**src/rtl/cache_axi_pkg.sv**
```systemverilog
// Shared types and AXI-side constants for the cache line miss engine.
// Holds the FSM state enum and a line-alignment helper.
package cache_axi_pkg;

   typedef enum logic [2:0] {
      S_IDLE,
      S_WB_ADDR,
      S_WB_DATA,
      S_WB_RESP,
      S_RD_ADDR,
      S_RD_DATA,
      S_DONE
   } line_state_e;

   localparam logic [1:0] AXI_BURST_INCR = 2'b01;
   localparam logic [2:0] AXI_SIZE_WORD  = 3'b010;
   localparam logic [3:0] WSTRB_FULL     = 4'hF;
   localparam logic [1:0] SRAM_SIZE_WORD = 2'b10;

   // Clears the byte-in-line offset bits; words must be a power of two.
   function automatic logic [31:0] line_align(input logic [31:0] a, input int unsigned words);
      logic [31:0] w_mask;
      w_mask = (words * 32'd4) - 32'd1;
      return a & ~w_mask;
   endfunction

endpackage

```
**src/rtl/line_burst_engine_if.sv**
```systemverilog
// Bridge-side request/burst bundle between the line engine (master)
// and the sram-like/AXI bridge (slave).
interface line_burst_engine_if;
   logic        req;
   logic        wr;
   logic [1:0]  size;
   logic [31:0] addr;
   logic [31:0] wdata;
   logic        addr_awvalid;
   logic [3:0]  req_rid;
   logic [1:0]  burst_type;
   logic [7:0]  burst_len;
   logic [2:0]  burst_size;
   logic        burst_wlast;
   logic [3:0]  wstrb_ppl;
   logic        addr_ok;
   logic        data_ok;
   logic        wb_ok;
   logic [31:0] cpu_rdata;

   modport master (
      output req, wr, size, addr, wdata, addr_awvalid, req_rid, burst_type,
             burst_len, burst_size, burst_wlast, wstrb_ppl,
      input  addr_ok, data_ok, wb_ok, cpu_rdata
   );

   modport slave (
      input  req, wr, size, addr, wdata, addr_awvalid, req_rid, burst_type,
             burst_len, burst_size, burst_wlast, wstrb_ppl,
      output addr_ok, data_ok, wb_ok, cpu_rdata
   );
endinterface

```
**src/rtl/line_burst_engine.sv**
```systemverilog
// Cache miss engine: optional dirty-victim INCR write burst, then an INCR
// read burst that refills the missing line and hands it back with done.
module line_burst_engine
   import cache_axi_pkg::*;
#(
   parameter int         LINE_WORDS = 8,
   parameter logic [3:0] RID        = 4'b0000
) (
   input  logic                     clk,
   input  logic                     resetn,
   input  logic                     miss_req,
   input  logic                     miss_dirty,
   input  logic [31:0]              miss_addr,
   input  logic [31:0]              victim_addr,
   input  logic [32*LINE_WORDS-1:0] victim_line,
   output logic                     busy,
   output logic                     done,
   output logic [32*LINE_WORDS-1:0] refill_line,
   line_burst_engine_if.master      bus
);

   localparam int            CW   = $clog2(LINE_WORDS);
   localparam logic [CW-1:0] LAST = CW'(LINE_WORDS - 1);

   line_state_e                 r_state, w_nxt_state;
   logic [CW-1:0]               r_cnt, w_nxt_cnt;
   logic [31:0]                 r_maddr, r_vaddr, r_addr;
   logic [31:0]                 w_maddr, w_vaddr, w_nxt_addr;
   logic [LINE_WORDS-1:0][31:0] r_vline, r_rline;
   logic                        r_req, r_wr, r_aw, r_done, r_busy;
   logic                        w_latch, w_rd_we;

   always_comb begin
      w_nxt_state = r_state;
      w_nxt_cnt   = r_cnt;
      w_rd_we     = 1'b0;
      w_latch     = (r_state == S_IDLE) && miss_req;
      w_maddr     = w_latch ? line_align(miss_addr, LINE_WORDS) : r_maddr;
      w_vaddr     = w_latch ? line_align(victim_addr, LINE_WORDS) : r_vaddr;
      case (r_state)
         S_IDLE: if (miss_req) begin
            w_nxt_state = miss_dirty ? S_WB_ADDR : S_RD_ADDR;
            w_nxt_cnt   = '0;
         end
         S_WB_ADDR: if (bus.addr_ok) w_nxt_state = S_WB_DATA;
         S_WB_DATA: if (bus.data_ok) begin
            w_nxt_cnt = r_cnt + CW'(1);
            if (r_cnt == LAST) begin
               w_nxt_state = S_WB_RESP;
               w_nxt_cnt   = '0;
            end
         end
         S_WB_RESP: if (bus.wb_ok) w_nxt_state = S_RD_ADDR;
         S_RD_ADDR: if (bus.addr_ok) w_nxt_state = S_RD_DATA;
         S_RD_DATA: if (bus.data_ok) begin
            w_rd_we   = 1'b1;
            w_nxt_cnt = r_cnt + CW'(1);
            if (r_cnt == LAST) begin
               w_nxt_state = S_DONE;
               w_nxt_cnt   = '0;
            end
         end
         S_DONE:  w_nxt_state = S_IDLE;
         default: w_nxt_state = S_IDLE;
      endcase
      // Address only changes when entering an address phase.
      w_nxt_addr = r_addr;
      if (w_nxt_state == S_WB_ADDR) w_nxt_addr = w_vaddr;
      if (w_nxt_state == S_RD_ADDR) w_nxt_addr = w_maddr;
   end

   // Control outputs are flopped from the next state so they line up with r_state.
   always_ff @(posedge clk or negedge resetn) begin
      if (!resetn) begin
         r_state <= S_IDLE;
         r_cnt   <= '0;
         r_maddr <= '0;
         r_vaddr <= '0;
         r_addr  <= '0;
         r_vline <= '0;
         r_rline <= '0;
         r_req   <= 1'b0;
         r_wr    <= 1'b0;
         r_aw    <= 1'b0;
         r_done  <= 1'b0;
         r_busy  <= 1'b0;
      end else begin
         r_state <= w_nxt_state;
         r_cnt   <= w_nxt_cnt;
         r_maddr <= w_maddr;
         r_vaddr <= w_vaddr;
         r_addr  <= w_nxt_addr;
         if (w_latch) r_vline <= victim_line;
         if (w_rd_we) r_rline[r_cnt] <= bus.cpu_rdata;
         r_req   <= (w_nxt_state == S_WB_DATA) || (w_nxt_state == S_RD_ADDR);
         r_wr    <= (w_nxt_state == S_WB_ADDR) || (w_nxt_state == S_WB_DATA) ||
                    (w_nxt_state == S_WB_RESP);
         r_aw    <= (w_nxt_state == S_WB_ADDR);
         r_done  <= (w_nxt_state == S_DONE);
         r_busy  <= (w_nxt_state != S_IDLE);
      end
   end

   assign busy             = r_busy;
   assign done             = r_done;
   assign refill_line      = r_rline;
   assign bus.req          = r_req;
   assign bus.wr           = r_wr;
   assign bus.size         = SRAM_SIZE_WORD;
   assign bus.addr         = r_addr;
   assign bus.wdata        = (r_state == S_WB_DATA) ? r_vline[r_cnt] : '0;
   assign bus.addr_awvalid = r_aw;
   assign bus.req_rid      = RID;
   assign bus.burst_type   = AXI_BURST_INCR;
   assign bus.burst_len    = 8'(LINE_WORDS - 1);
   assign bus.burst_size   = AXI_SIZE_WORD;
   assign bus.burst_wlast  = (r_state == S_WB_DATA) && (r_cnt == LAST);
   assign bus.wstrb_ppl    = WSTRB_FULL;

endmodule

```
**src/flat_wrapper.sv**
```systemverilog
// flat-port wrapper written by rule: the top's interface ports become plain ports
module line_burst_engine_flat import cache_axi_pkg::*;
#(
   parameter int         LINE_WORDS = 8,
   parameter logic [3:0] RID        = 4'b0000
)
  (clk, resetn, miss_req, miss_dirty, miss_addr, victim_addr, victim_line, busy, done, refill_line, bus_req, bus_wr, bus_size, bus_addr, bus_wdata, bus_addr_awvalid, bus_req_rid, bus_burst_type, bus_burst_len, bus_burst_size, bus_burst_wlast, bus_wstrb_ppl, bus_addr_ok, bus_data_ok, bus_wb_ok, bus_cpu_rdata);
  line_burst_engine_if bus_i ();
  input  logic clk;
  input  logic resetn;
  input  logic miss_req;
  input  logic miss_dirty;
  input  logic [31:0] miss_addr;
  input  logic [31:0] victim_addr;
  input  logic [32*LINE_WORDS-1:0] victim_line;
  output logic busy;
  output logic done;
  output logic [32*LINE_WORDS-1:0] refill_line;
  output wire logic [$bits(bus_i.req)-1:0] bus_req;
  output wire logic [$bits(bus_i.wr)-1:0] bus_wr;
  output wire logic [$bits(bus_i.size)-1:0] bus_size;
  output wire logic [$bits(bus_i.addr)-1:0] bus_addr;
  output wire logic [$bits(bus_i.wdata)-1:0] bus_wdata;
  output wire logic [$bits(bus_i.addr_awvalid)-1:0] bus_addr_awvalid;
  output wire logic [$bits(bus_i.req_rid)-1:0] bus_req_rid;
  output wire logic [$bits(bus_i.burst_type)-1:0] bus_burst_type;
  output wire logic [$bits(bus_i.burst_len)-1:0] bus_burst_len;
  output wire logic [$bits(bus_i.burst_size)-1:0] bus_burst_size;
  output wire logic [$bits(bus_i.burst_wlast)-1:0] bus_burst_wlast;
  output wire logic [$bits(bus_i.wstrb_ppl)-1:0] bus_wstrb_ppl;
  input wire logic [$bits(bus_i.addr_ok)-1:0] bus_addr_ok;
  input wire logic [$bits(bus_i.data_ok)-1:0] bus_data_ok;
  input wire logic [$bits(bus_i.wb_ok)-1:0] bus_wb_ok;
  input wire logic [$bits(bus_i.cpu_rdata)-1:0] bus_cpu_rdata;
  assign bus_req = bus_i.req;
  assign bus_wr = bus_i.wr;
  assign bus_size = bus_i.size;
  assign bus_addr = bus_i.addr;
  assign bus_wdata = bus_i.wdata;
  assign bus_addr_awvalid = bus_i.addr_awvalid;
  assign bus_req_rid = bus_i.req_rid;
  assign bus_burst_type = bus_i.burst_type;
  assign bus_burst_len = bus_i.burst_len;
  assign bus_burst_size = bus_i.burst_size;
  assign bus_burst_wlast = bus_i.burst_wlast;
  assign bus_wstrb_ppl = bus_i.wstrb_ppl;
  assign bus_i.addr_ok = bus_addr_ok;
  assign bus_i.data_ok = bus_data_ok;
  assign bus_i.wb_ok = bus_wb_ok;
  assign bus_i.cpu_rdata = bus_cpu_rdata;
  line_burst_engine #(.LINE_WORDS(LINE_WORDS), .RID(RID)) u_core (.clk(clk), .resetn(resetn), .miss_req(miss_req), .miss_dirty(miss_dirty), .miss_addr(miss_addr), .victim_addr(victim_addr), .victim_line(victim_line), .busy(busy), .done(done), .refill_line(refill_line), .bus(bus_i));
endmodule
```
**config.mk**
```make
export PLATFORM = sky130hd
export DESIGN_NAME = line_burst_engine_flat
export DESIGN_NICKNAME = d
export VERILOG_FILES = /design/src/rtl/cache_axi_pkg.sv /design/src/rtl/line_burst_engine_if.sv /design/src/rtl/line_burst_engine.sv /design/src/flat_wrapper.sv
export SDC_FILE = /design/constraint.sdc
export NUM_CORES = 1
export LEC_CHECK = 0
export BUFFER_PORTS_ARGS = -buffer_cell sky130_fd_sc_hd__buf_4
export CORE_AREA = 8 8 270 272
export DETAILED_ROUTE_END_ITERATION = 7
export DIE_AREA = 0 0 278 280
export SLEW_MARGIN = 0
export SYNTH_ARGS = -nofsm -noshare
export SYNTH_HDL_FRONTEND = slang
export SYNTH_SLANG_ARGS = --single-unit
```
**constraint.sdc**
```tcl
create_clock -name clk -period 5.6 [get_ports clk]
set_input_delay 0.56 -clock clk [delete_from_list [all_inputs] [get_ports clk]]
set_output_delay 0.56 -clock clk [all_outputs]
set_load 0.005 [all_outputs]
```
==> results of run 1 <==
==> final cells by class <==
type	instances	area [µm²]	share of cell area (%)
inverters	4	15.0	0.0453
flip-flops and latches	619	15500	46.7
clock inverters	21	254	0.766
clock buffers	100	2020	6.11
well taps	891	1110	3.36
multi-input cells	1427	8910	26.9
repair buffers	701	5320	16.0
diodes	11	27.5	0.0830
==> through the flow <==
stage	hold WS (ns)	util (%)	std cells
floorplan	0.264	-	2217
global placement	0.459	44.8	3642
detailed placement	0.463	44.8	3642
CTS	0.0200	48.1	3763
global route	0.0580	48.1	3772
finish	0.00475	48.1	3774
==> critical path: stages, from the launching register on <==
cell and delay, ns:
dfrtp_1 0.56, nor3b_4 0.81, buf_4 0.49, a22o_1 0.20
a221oi_1 0.09, a31oi_1 0.24, buf_4 0.15
==> routing by layer <==
metal	GRT usage, %	vias to the layer above	part of all wire [%]
li1	-	8602	-
met1	26.0	9552	40
met2	36.2	701	50
met3	5.08	160	6.6
met4	8.34	4	3.4
met5	0	-	0.026
==> cell families (layout without fill, tap and decap cells) <==
group | Yosys count | after routing | share of synthesized area, %
compound gates | 199 | 199 | 5.85
fa+ha+maj | 2 | 2 | 0.0993
buf+inv | 171 | 826 | 3.70
flops | 619 | 619 | 61.5
mux | 344 | 344 | 15.2
other cells | 2 | 34 | 0.0298
simple gates | 859 | 859 | 13.6
==> power by group <==
group	total [W]	internal, W	switching [W]
Combinational	0.00513	0.00239	0.00275
Clock	0.00454	0.00267	0.00187
Sequential	0.00706	0.00615	0.000912
==> state kept, by name (all words and copies together), names as in the netlist <==
signal                   count
u_core.r_state               3
u_core.refill_line         256
u_core.done                  1
u_core.r_vaddr              32
u_core.bus.addr             32
u_core.bus.req               1
u_core.r_maddr              32
u_core.bus.wr                1
u_core.r_cnt                 3
u_core.busy                  1
u_core.r_vline             256
u_core.bus.addr_awvalid      1
==> placed cells by master, fill, tap and decap left out, types with 6 or more instances in the layout <==
master and count:
clkbuf_16 70, mux2_2 306, o21ai_0 27, clkbuf_8 16, buf_4 696, mux2_1 9
nor2_1 6, nor2b_1 12, a22o_1 32, dfrtp_1 619, conb_1 23, nand3_1 34
a221oi_1 32, a31oi_1 32, clkinv_2 9, a22oi_1 64, clkbuf_1 14, nand2_1 777
mux2i_1 28, diode_2 11, and3_2 9
==> worst paths after layout <==
| path | end | cells after the start |
|---|---|---|
| max | bus_wdata[8] | 6 |
| max reg2reg | u_core.bus.addr[4] | 6 |
| min reg2reg | u_core.r_vline[113] | 2 |
| max in group asynchronous | u_core.refill_line[162] | 2 |
| min | u_core.r_vline[120] | 1 |
| min in group clk | u_core.r_vline[131] | 3 |
==> results.md, run 1 <==
* CTS tree: yes
* Crit path capture type: primary output
* HPWL Detailed at 59.2 mm
* Outcome: finished, final reports clean
* Maximum clock rate at 268 MHz
* Placer Congestion at 0.830
* Fin crit share at 66.6%
* Worst reg2reg path startpoint: u_core.r_state[1]
* Slew headroom at 21.8%
* RSZ-0062 raised after global routing: no
* Pwr dens at 505 nW/µm²
* Largest area contributor in the netlist: dfrtp_1
* Synth top area share at 61.5%
* Area growth from synthesis to layout at 31.6%
* GRT Util Overall at 21.3%
* Synth unique cells at 47
* Cts hold-fix bufs at 0
* Final Hold Vio Count at 0
* Htree depth at 3
* Die W at 278 µm
* Fin Clk Skew at 0.0151 ns
* Grt ovf at 0
* Top_reg_cell synth: dfrtp_1
* DR pass1 iterations at 6
* Sequential fraction of the synthesis area at 61.5%
* Worst Setup Path Type: reg -> out
* Required @ worst endpoint at 5.04 ns
* Synth Cell Area at 25200 µm²
* CTS resizes at 0
* Largest net degree at the start of global routing at 206
* Drt via density at 5.04
* Final WS setup at 1.87 ns
* Fill cells at 6297
* Slew Limit Fails at 0
* Max Cap Violations at 0
* Setup TNS at 0 ns
* Routed WL per cell at 22.4 µm
* Arrival time worst endpoint at 3.17 ns
* Ys async rst share at 100%
* Post-synthesis instance total at 2196
* Top post-synthesis cells by count: nand2_1, dfrtp_1, mux2_2
* Crit path from: u_core.r_cnt[2]
* Nets at 3183
* Worst setup SP type: flip-flop
* Placed inst area at 30900 µm²
* Final Power at 0.0167 W
* Seq cells post-synth at 619
* Max Root-Sink Buffers at 3
* Hold Crit Class: in -> async
* CTS Buf Count at 69
* DRC viols at 0
* Synth Area per Inst at 11.5 µm²
* Via count at 19019
* Worst Max-Slew Pin Slew at 1.17 ns
* Initial antenna violation count at 13
* Core ar. at 68900 µm²
* Root Driver: clkbuf_16
* Worst-skew pair later-pin latency at 0.60 ns
* Routed WL at 84.7 mm
* Synth warn at 0
* Ranking of synthesized cells by area: dfrtp_1, mux2_2, nand2_1
* Vias in the first global route at 20436
* Crit path time final at 3.73 ns
* Post-Place Worst Slack at 2.47 ns
* Layout cells sized above 1 at 39.7%
* Clock slew at reported path FFs at 0.06 ns
* Num ports at 708
* Final ANT Viol Nets at 0
* Number of setup buffers added after CTS at 0
* Row count at 97
* Port bufs at 674
* Most numerous cell in the Yosys netlist: nand2_1
* Leakage at 17.0 nW
* Reg2Reg Setup Slack at 2.55 ns
* Post-route cell area at 33200 µm²
* Die H at 280 µm
* Final setup vio count at 0
* Iter 0 DRT Violations at 1199
* Post-synth EDFFs at 0
* Max VDD drop at 0.000438 V
* Crit path max fanout at 22
* Full die area at 77800 µm²
* Initial Util at 36.6%
* Clock sink count at 619
* First-pass GRT wire length at 128 mm
(Power assumes the default switching activity.)
==> run 2: changes to the inputs <==
==> constraint.sdc (replaced) <==
create_clock -name clk -period 3.13 [get_ports clk]
set_input_delay 0.313 -clock clk [delete_from_list [all_inputs] [get_ports clk]]
set_output_delay 0.313 -clock clk [all_outputs]
set_load 0.005 [all_outputs]
==> results.md, run 2 (same netlist as run 1, synthesis figures left out) <==
* DR pass1 iterations at 6 (unchanged)
* Final setup vio count at 0 (unchanged)
* Root Driver: clkbuf_16
* Commonest non-fill, non-tap cell in the layout: nand2_1
* Arrival time worst endpoint at 2.66 ns (-0.51 ns)
* Final Hold Vio Count at 0 (unchanged)
* Full die area at 77800 µm² (unchanged)
* CTS Buf Count at 68 (-1.4%)
* Hold Crit Class: in -> reg
* Max VDD drop at 0.000515 V (+18%)
* Via count at 21017 (+11%)
* Hold endpoint: u_core.refill_line[165]
* Port bufs at 674 (unchanged)
* CP max stage delay at 0.52 ns (-0.29 ns)
* GRT Util Overall at 22.5% (+1.3 points)
* CTS tree: yes
* Core ar. at 68900 µm² (unchanged)
* First-pass GRT wire length at 137 mm (+7.1%)
* Max layer used: met4
* Htree depth at 3 (unchanged)
* Final Power at 0.0308 W (+84%)
* Outcome: finished, final reports clean
* Initial Util at 36.6% (unchanged)
* RSZ-0062 raised after global routing: no
* Reg2Reg Setup Slack at 0.53 ns (-2.02 ns)
* Fin Clk Skew at 0.0151 ns (+0.0000360 ns)
* Commonest non-fill, non-tap cells in the layout: nand2_1, buf_4, dfrtp_1, dlygate4sd3_1, mux2_2
* Die H at 280 µm (unchanged)
* Num ports at 708 (unchanged)
* Cell mode on critical path: buf_4
* Grt ovf at 0 (unchanged)
* Worst Setup Path Type: reg -> out
* Worst reg2reg path startpoint: u_core.r_cnt[1]
* Layout cells sized above 1 at 36.7% (-3.0 points)
* Slew Limit Fails at 0 (unchanged)
* HPWL Detailed at 61.1 mm (+3.3%)
* Number of cells on the worst reg-to-reg path at 9 (+3)
* FF-to-FF End: u_core.bus.addr[19]
* Final ANT Viol Nets at 0 (unchanged)
* Die W at 278 µm (unchanged)
* Max Cap Violations at 0 (unchanged)
* Maximum clock rate at 336 MHz
* Initial antenna violation count at 11 (-2)
* Max Root-Sink Buffers at 3 (unchanged)
* Buffers and inverters on the worst path at 2 (unchanged)
* Area growth from synthesis to layout at 47.4%
* Row count at 97 (unchanged)
* Routed WL per cell at 21.8 µm (-3.1%)
* Pwr dens at 830 nW/µm² (+64%)
* Fin crit share at 95.1%
* Clock slew at reported path FFs at 0.06 ns (about the same)
* Hold Startpoint: bus_cpu_rdata[5]
* Slew headroom at 24.7% (+2.9 points)
* Nets at 3566 (+12%)
* Hold_ws at 0.0538 ns (+0.0491 ns)
* Crit path time final at 2.98 ns
* Routed WL at 90.4 mm (+6.7%)
* Worst setup SP type: flip-flop
* Worst-skew pair later-pin latency at 0.59 ns (about the same)
* Drt via density at 5.06 (+0.40%)
* Routed met3 length at 5.76 mm (+2.3%)
* Required @ worst endpoint at 2.82 ns (-2.22 ns)
* CP Cell Sequence: and3_2, buf_4, a22o_1, a221oi_1, a31oi_1, buf_4
* Crit path max fanout at 20 (-9.1%)
* Largest net degree at the start of global routing at 237 (+15%)
* Vias in the first global route at 22776 (+11%)
* Iter 0 DRT Violations at 1214 (+1.3%)
* Clock sink count at 619 (unchanged)
* Setup TNS at 0 ns (unchanged)
* DRC viols at 0 (unchanged)
* CP max stage cell: dfrtp_1
* Placer Congestion at 0.860 (+3.7%)
* Worst Max-Slew Pin Slew at 1.13 ns (-0.0438 ns)
* CP delay by family, top: compound AO/OA/AOI/OAI gates
* DR WL met2 at 44.6 mm (+5.9%)
* Met1 Routed Length at 35.7 mm (+4.8%)
* Worst hold stages at 2
* Crit path capture type: primary output
* Leakage at 18.7 nW (+10%)
## run 2: cell count changes in the layout (fill, tap and decap cells not counted), moves of 3 or more
| cell | previous run | this run |
|---|---|---|
| dlygate4sd3_1 | 0 | 335 |
| buf_4 | 696 | 726 |
| buf_12 | 4 | 23 |
| clkbuf_1 | 14 | 7 |
| bufinv_16 | 3 | 7 |
| inv_16 | 3 | 0 |
## run 2: repair_timing
item	in CTS	in global routing
endpoints found under the hold margin	538	0
endpoints found under the setup margin	4	4
setup buffers	0	5
hold buffers	335	0
pin swaps	0	1
gates resized for setup	2	2
cloned	0	0
## run 2: worst max path at each step
stage | from | to | slack [ns] | cells after the start
6_report | u_core.r_cnt[2] | bus_wdata[30] | 0.15 | 6
3_3_place_gp | u_core.r_cnt[0] | u_core.bus.addr[2] | 0.60 | 10
4_1_cts | u_core.r_cnt[0] | bus_wdata[30] | 0.04 | 6
3_5_place_dp | u_core.r_cnt[0] | u_core.bus.addr[19] | 0.49 | 9
2_1_floorplan | u_core.r_cnt[2] | bus_wdata[2] | 1.12 | 7
5_1_grt | u_core.r_cnt[2] | bus_wdata[30] | 0.03 | 6
## run 2: final cells by class
class	instances	area (µm²)
clock inverter	25	343
sequential	619	15500
clock buffer	90	1950
tap	891	1110
timing repair buffer	1085	9280
inverter	4	15.0
fill	5839	31800
antenna	13	32.5
multi-input combinational	1427	8920
## run 2: power by group
part | switching (W) | total [W] | internal [W]
logic | 0.00512 | 0.00992 | 0.00479
registers | 0.00167 | 0.0127 | 0.0110
clock network | 0.00328 | 0.00823 | 0.00495
## run 2: metal layers
metal / global-route usage (%) / up-vias
met5: 0 / -
met4: 10.9 / 0
met3: 5.00 / 239
met2: 38.0 / 858
met1: 27.2 / 10543
li1: - / 9377
## run 2: through the flow
| stage | cells | util [%] | worst slack [ns] | instance area (µm²) |
|---|---|---|---|---|
| 2_1_floorplan | 2217 | - | 1.12 | 25300 |
| 3_3_place_gp | 3686 | 45.6 | 0.598 | 31400 |
| 3_5_place_dp | 3686 | 45.6 | 0.495 | 31400 |
| 4_1_cts | 4136 | 53.8 | 0.0377 | 37100 |
| 5_1_grt | 4150 | 53.9 | 0.0306 | 37100 |
| 6_report | 4154 | 53.9 | 0.155 | 37100 |
==> run 3: changes to the inputs <==
--- a/config.mk
+++ b/config.mk
@@ -6,9 +6,11 @@
 export NUM_CORES = 1
 export LEC_CHECK = 0
 export BUFFER_PORTS_ARGS = -buffer_cell sky130_fd_sc_hd__buf_4
-export CORE_AREA = 8 8 270 272
+export CORE_AREA = 8 8 272 274
+export CTS_BUF_LIST = sky130_fd_sc_hd__clkbuf_4 sky130_fd_sc_hd__clkbuf_8
 export DETAILED_ROUTE_END_ITERATION = 7
-export DIE_AREA = 0 0 278 280
+export DIE_AREA = 0 0 280 282
+export PLACE_DENSITY = 0.72
 export SLEW_MARGIN = 0
 export SYNTH_ARGS = -nofsm -noshare
 export SYNTH_HDL_FRONTEND = slang
==> results.md, run 3 (same netlist as run 1, synthesis figures left out) <==
* Outcome: finished, final reports clean
* Worst Setup Path Type: reg -> out
* Max VDD drop at 0.000532 V (+3.3%)
* Nets at 3604 (+1.1%)
* Slew headroom at 15.0% (-9.7 points)
* Full die area at 79000 µm² (+1.4%)
* Core ar. at 69500 µm² (+0.88%)
* Vias in the first global route at 23484 (+3.1%)
* Internal at 0.0204 W (-1.5%)
* Initial Util at 36.2% (-0.32 points)
* Share of power burned in registers at 41.3% (+0.2 points)
* Drt via density at 5.04 (-0.33%)
* CTS Buf Count at 103 (+51%)
* Logic pwr share at 32.7% (+0.5 points)
* Die W at 280 µm (+0.72%)
* DRC viols at 0 (unchanged)
* Max Cap Violations at 0 (unchanged)
* Fin crit share at 96.0% (+0.89 points)
* Pwr dens at 826 nW/µm² (-0.48%)
* Final Util at 53.8% (-0.13 points)
* Clock sink count at 619 (unchanged)
* Layout cells sized above 1 at 38.3% (+1.6 points)
* Clock Power Share at 26.0% (-0.7 points)
* Fin Clk Skew at 0.0363 ns (+0.0212 ns)
* Maximum clock rate at 333 MHz (-0.93%)
* CP Cell Sequence: and3b_4, buf_4, a22o_1, a221oi_1, a31oi_1, buf_4
* Hold_ws at 0.0960 ns (+0.0422 ns)
* Worst Max-Slew Pin Slew at 1.28 ns (+0.146 ns)
* Post-route cell area at 37400 µm² (+0.64%)
* Num ports at 708 (unchanged)
* Worst-skew pair later-pin latency at 0.68 ns (+0.09 ns)
* Grt ovf at 0 (unchanged)
* Final Hold Vio Count at 0 (unchanged)
* Iter 0 DRT Violations at 1684 (+39%)
* Hold Crit Class: in -> reg
* Worst setup SP type: flip-flop
* Crit path time final at 3.00 ns (+0.0279 ns)
* Sw frac at 33.8% (+1.1 points)
* Die H at 282 µm (+0.71%)
* Leakage at 18.8 nW (+0.68%)
* Slew Limit Fails at 0 (unchanged)
* Routed WL per cell at 21.9 µm (+0.90%)
* Sw Pwr at 0.0104 W (+3.6%)
* Max Root-Sink Buffers at 3 (unchanged)
* Largest net degree at the start of global routing at 226 (-4.6%)
* Required @ worst endpoint at 2.82 ns (about the same)
* DR pass1 iterations at 6 (unchanged)
* Clock slew at reported path FFs at 0.06 ns (about the same)
* Root Driver: clkbuf_8
* Area growth from synthesis to layout at 48.3%
* Initial antenna violation count at 21 (+10)
* Commonest non-fill, non-tap cell in the layout: nand2_1
* Commonest non-fill, non-tap cells in the layout: nand2_1, buf_4, dfrtp_1, dlygate4sd3_1, mux2_2
* Placed inst area at 31400 µm² (about the same)
* HPWL Detailed at 59.4 mm (-2.8%)
* Crit path max fanout at 11 (-45%)
* CP max stage cell: and3b_4
* Placer Congestion at 0.850 (-1.2%)
* Final ANT Viol Nets at 0 (unchanged)
* Port bufs at 674 (unchanged)
* Arrival time worst endpoint at 2.69 ns (+0.03 ns)
* Via count at 21643 (+3.0%)
* Cell mode on critical path: buf_4
* Final setup vio count at 0 (unchanged)
* Crit path capture type: primary output
* GRT Util Overall at 22.9% (+0.42 points)
* Fill cells at 5601 (-4.1%)
* Row count at 97 (unchanged)
* First-pass GRT wire length at 141 mm (+2.7%)
* CTS tree: yes
* Routed WL at 94.2 mm (+4.3%)
* Htree depth at 3 (unchanged)
* CP max stage delay at 0.50 ns (-0.02 ns)
==> run 3: worst max-delay path: cells and delay by family (launching register included) <==
family	cells	cell delay, ns
AO/OA/AOI/OAI	3	0.63
buffers and inverters	2	0.41
AND/OR/NAND/NOR	1	0.50
flip-flops	1	0.49
==> run 3: repair_timing <==
action,in CTS,in global routing
setup buffers,6,4
pin swaps,2,0
hold buffers,344,0
gates resized for setup,8,1
setup endpoints to repair,29,4
endpoints found under the hold margin,648,0
==> run 3: area by class of cell <==
class / instances / area (µm²) / share of cell area [%]
sequential: 619 / 15500 / 41.4
timing repair buffer: 1088 / 9310 / 24.9
multi-input combinational: 1427 / 8950 / 23.9
clock buffer: 168 / 2120 / 5.67
tap: 940 / 1180 / 3.15
clock inverter: 21 / 259 / 0.693
antenna: 25 / 62.6 / 0.167
inverter: 4 / 15.0 / 0.0402
==> run 3: final timing paths <==
kind	start	to	slack [ns]	cells past startpoint
min	victim_line[5]	u_core.r_vline[5]	0.1	3
max in group asynchronous	resetn	u_core.r_vline[183]	1.82	4
min reg2reg	u_core.r_vline[98]	u_core.r_vline[98]	0.48	2
max	u_core.r_cnt[2]	bus_wdata[20]	0.13	6
max reg2reg	u_core.r_cnt[0]	u_core.bus.addr[13]	0.48	9
min in group asynchronous	resetn	u_core.r_vline[203]	0.23	2
==> run 3: metrics by stage <==
step           power [W]  std cells  setup TNS, ns  setup slack [ns]
5_1_grt           0.0326       4290        -0.0196           -0.0194
2_1_floorplan     0.0177       2217              0              1.12
3_5_place_dp      0.0222       3724              0             0.419
3_3_place_gp      0.0219       3724              0             0.526
4_1_cts           0.0308       4263              0            0.0253
6_report          0.0309       4292              0             0.127
==> run 3: routing by layer <==
metal	global-route usage, %	up-vias	share of wire [%]
li1	-	9474	-
met1	26.9	10757	37
met2	38.7	1088	50
met4	12.4	0	5.1
met3	5.50	324	7.4
met5	0	-	0
==> run 3: power groups by stage <==
stage          Combinational (W)  Clock (W)  Sequential [W]
2_1_floorplan            0.00535          0          0.0123
3_3_place_gp             0.00925          0          0.0126
3_5_place_dp             0.00949          0          0.0127
4_1_cts                  0.00993    0.00820          0.0126
5_1_grt                   0.0110    0.00857          0.0130
6_report                  0.0101    0.00803          0.0127
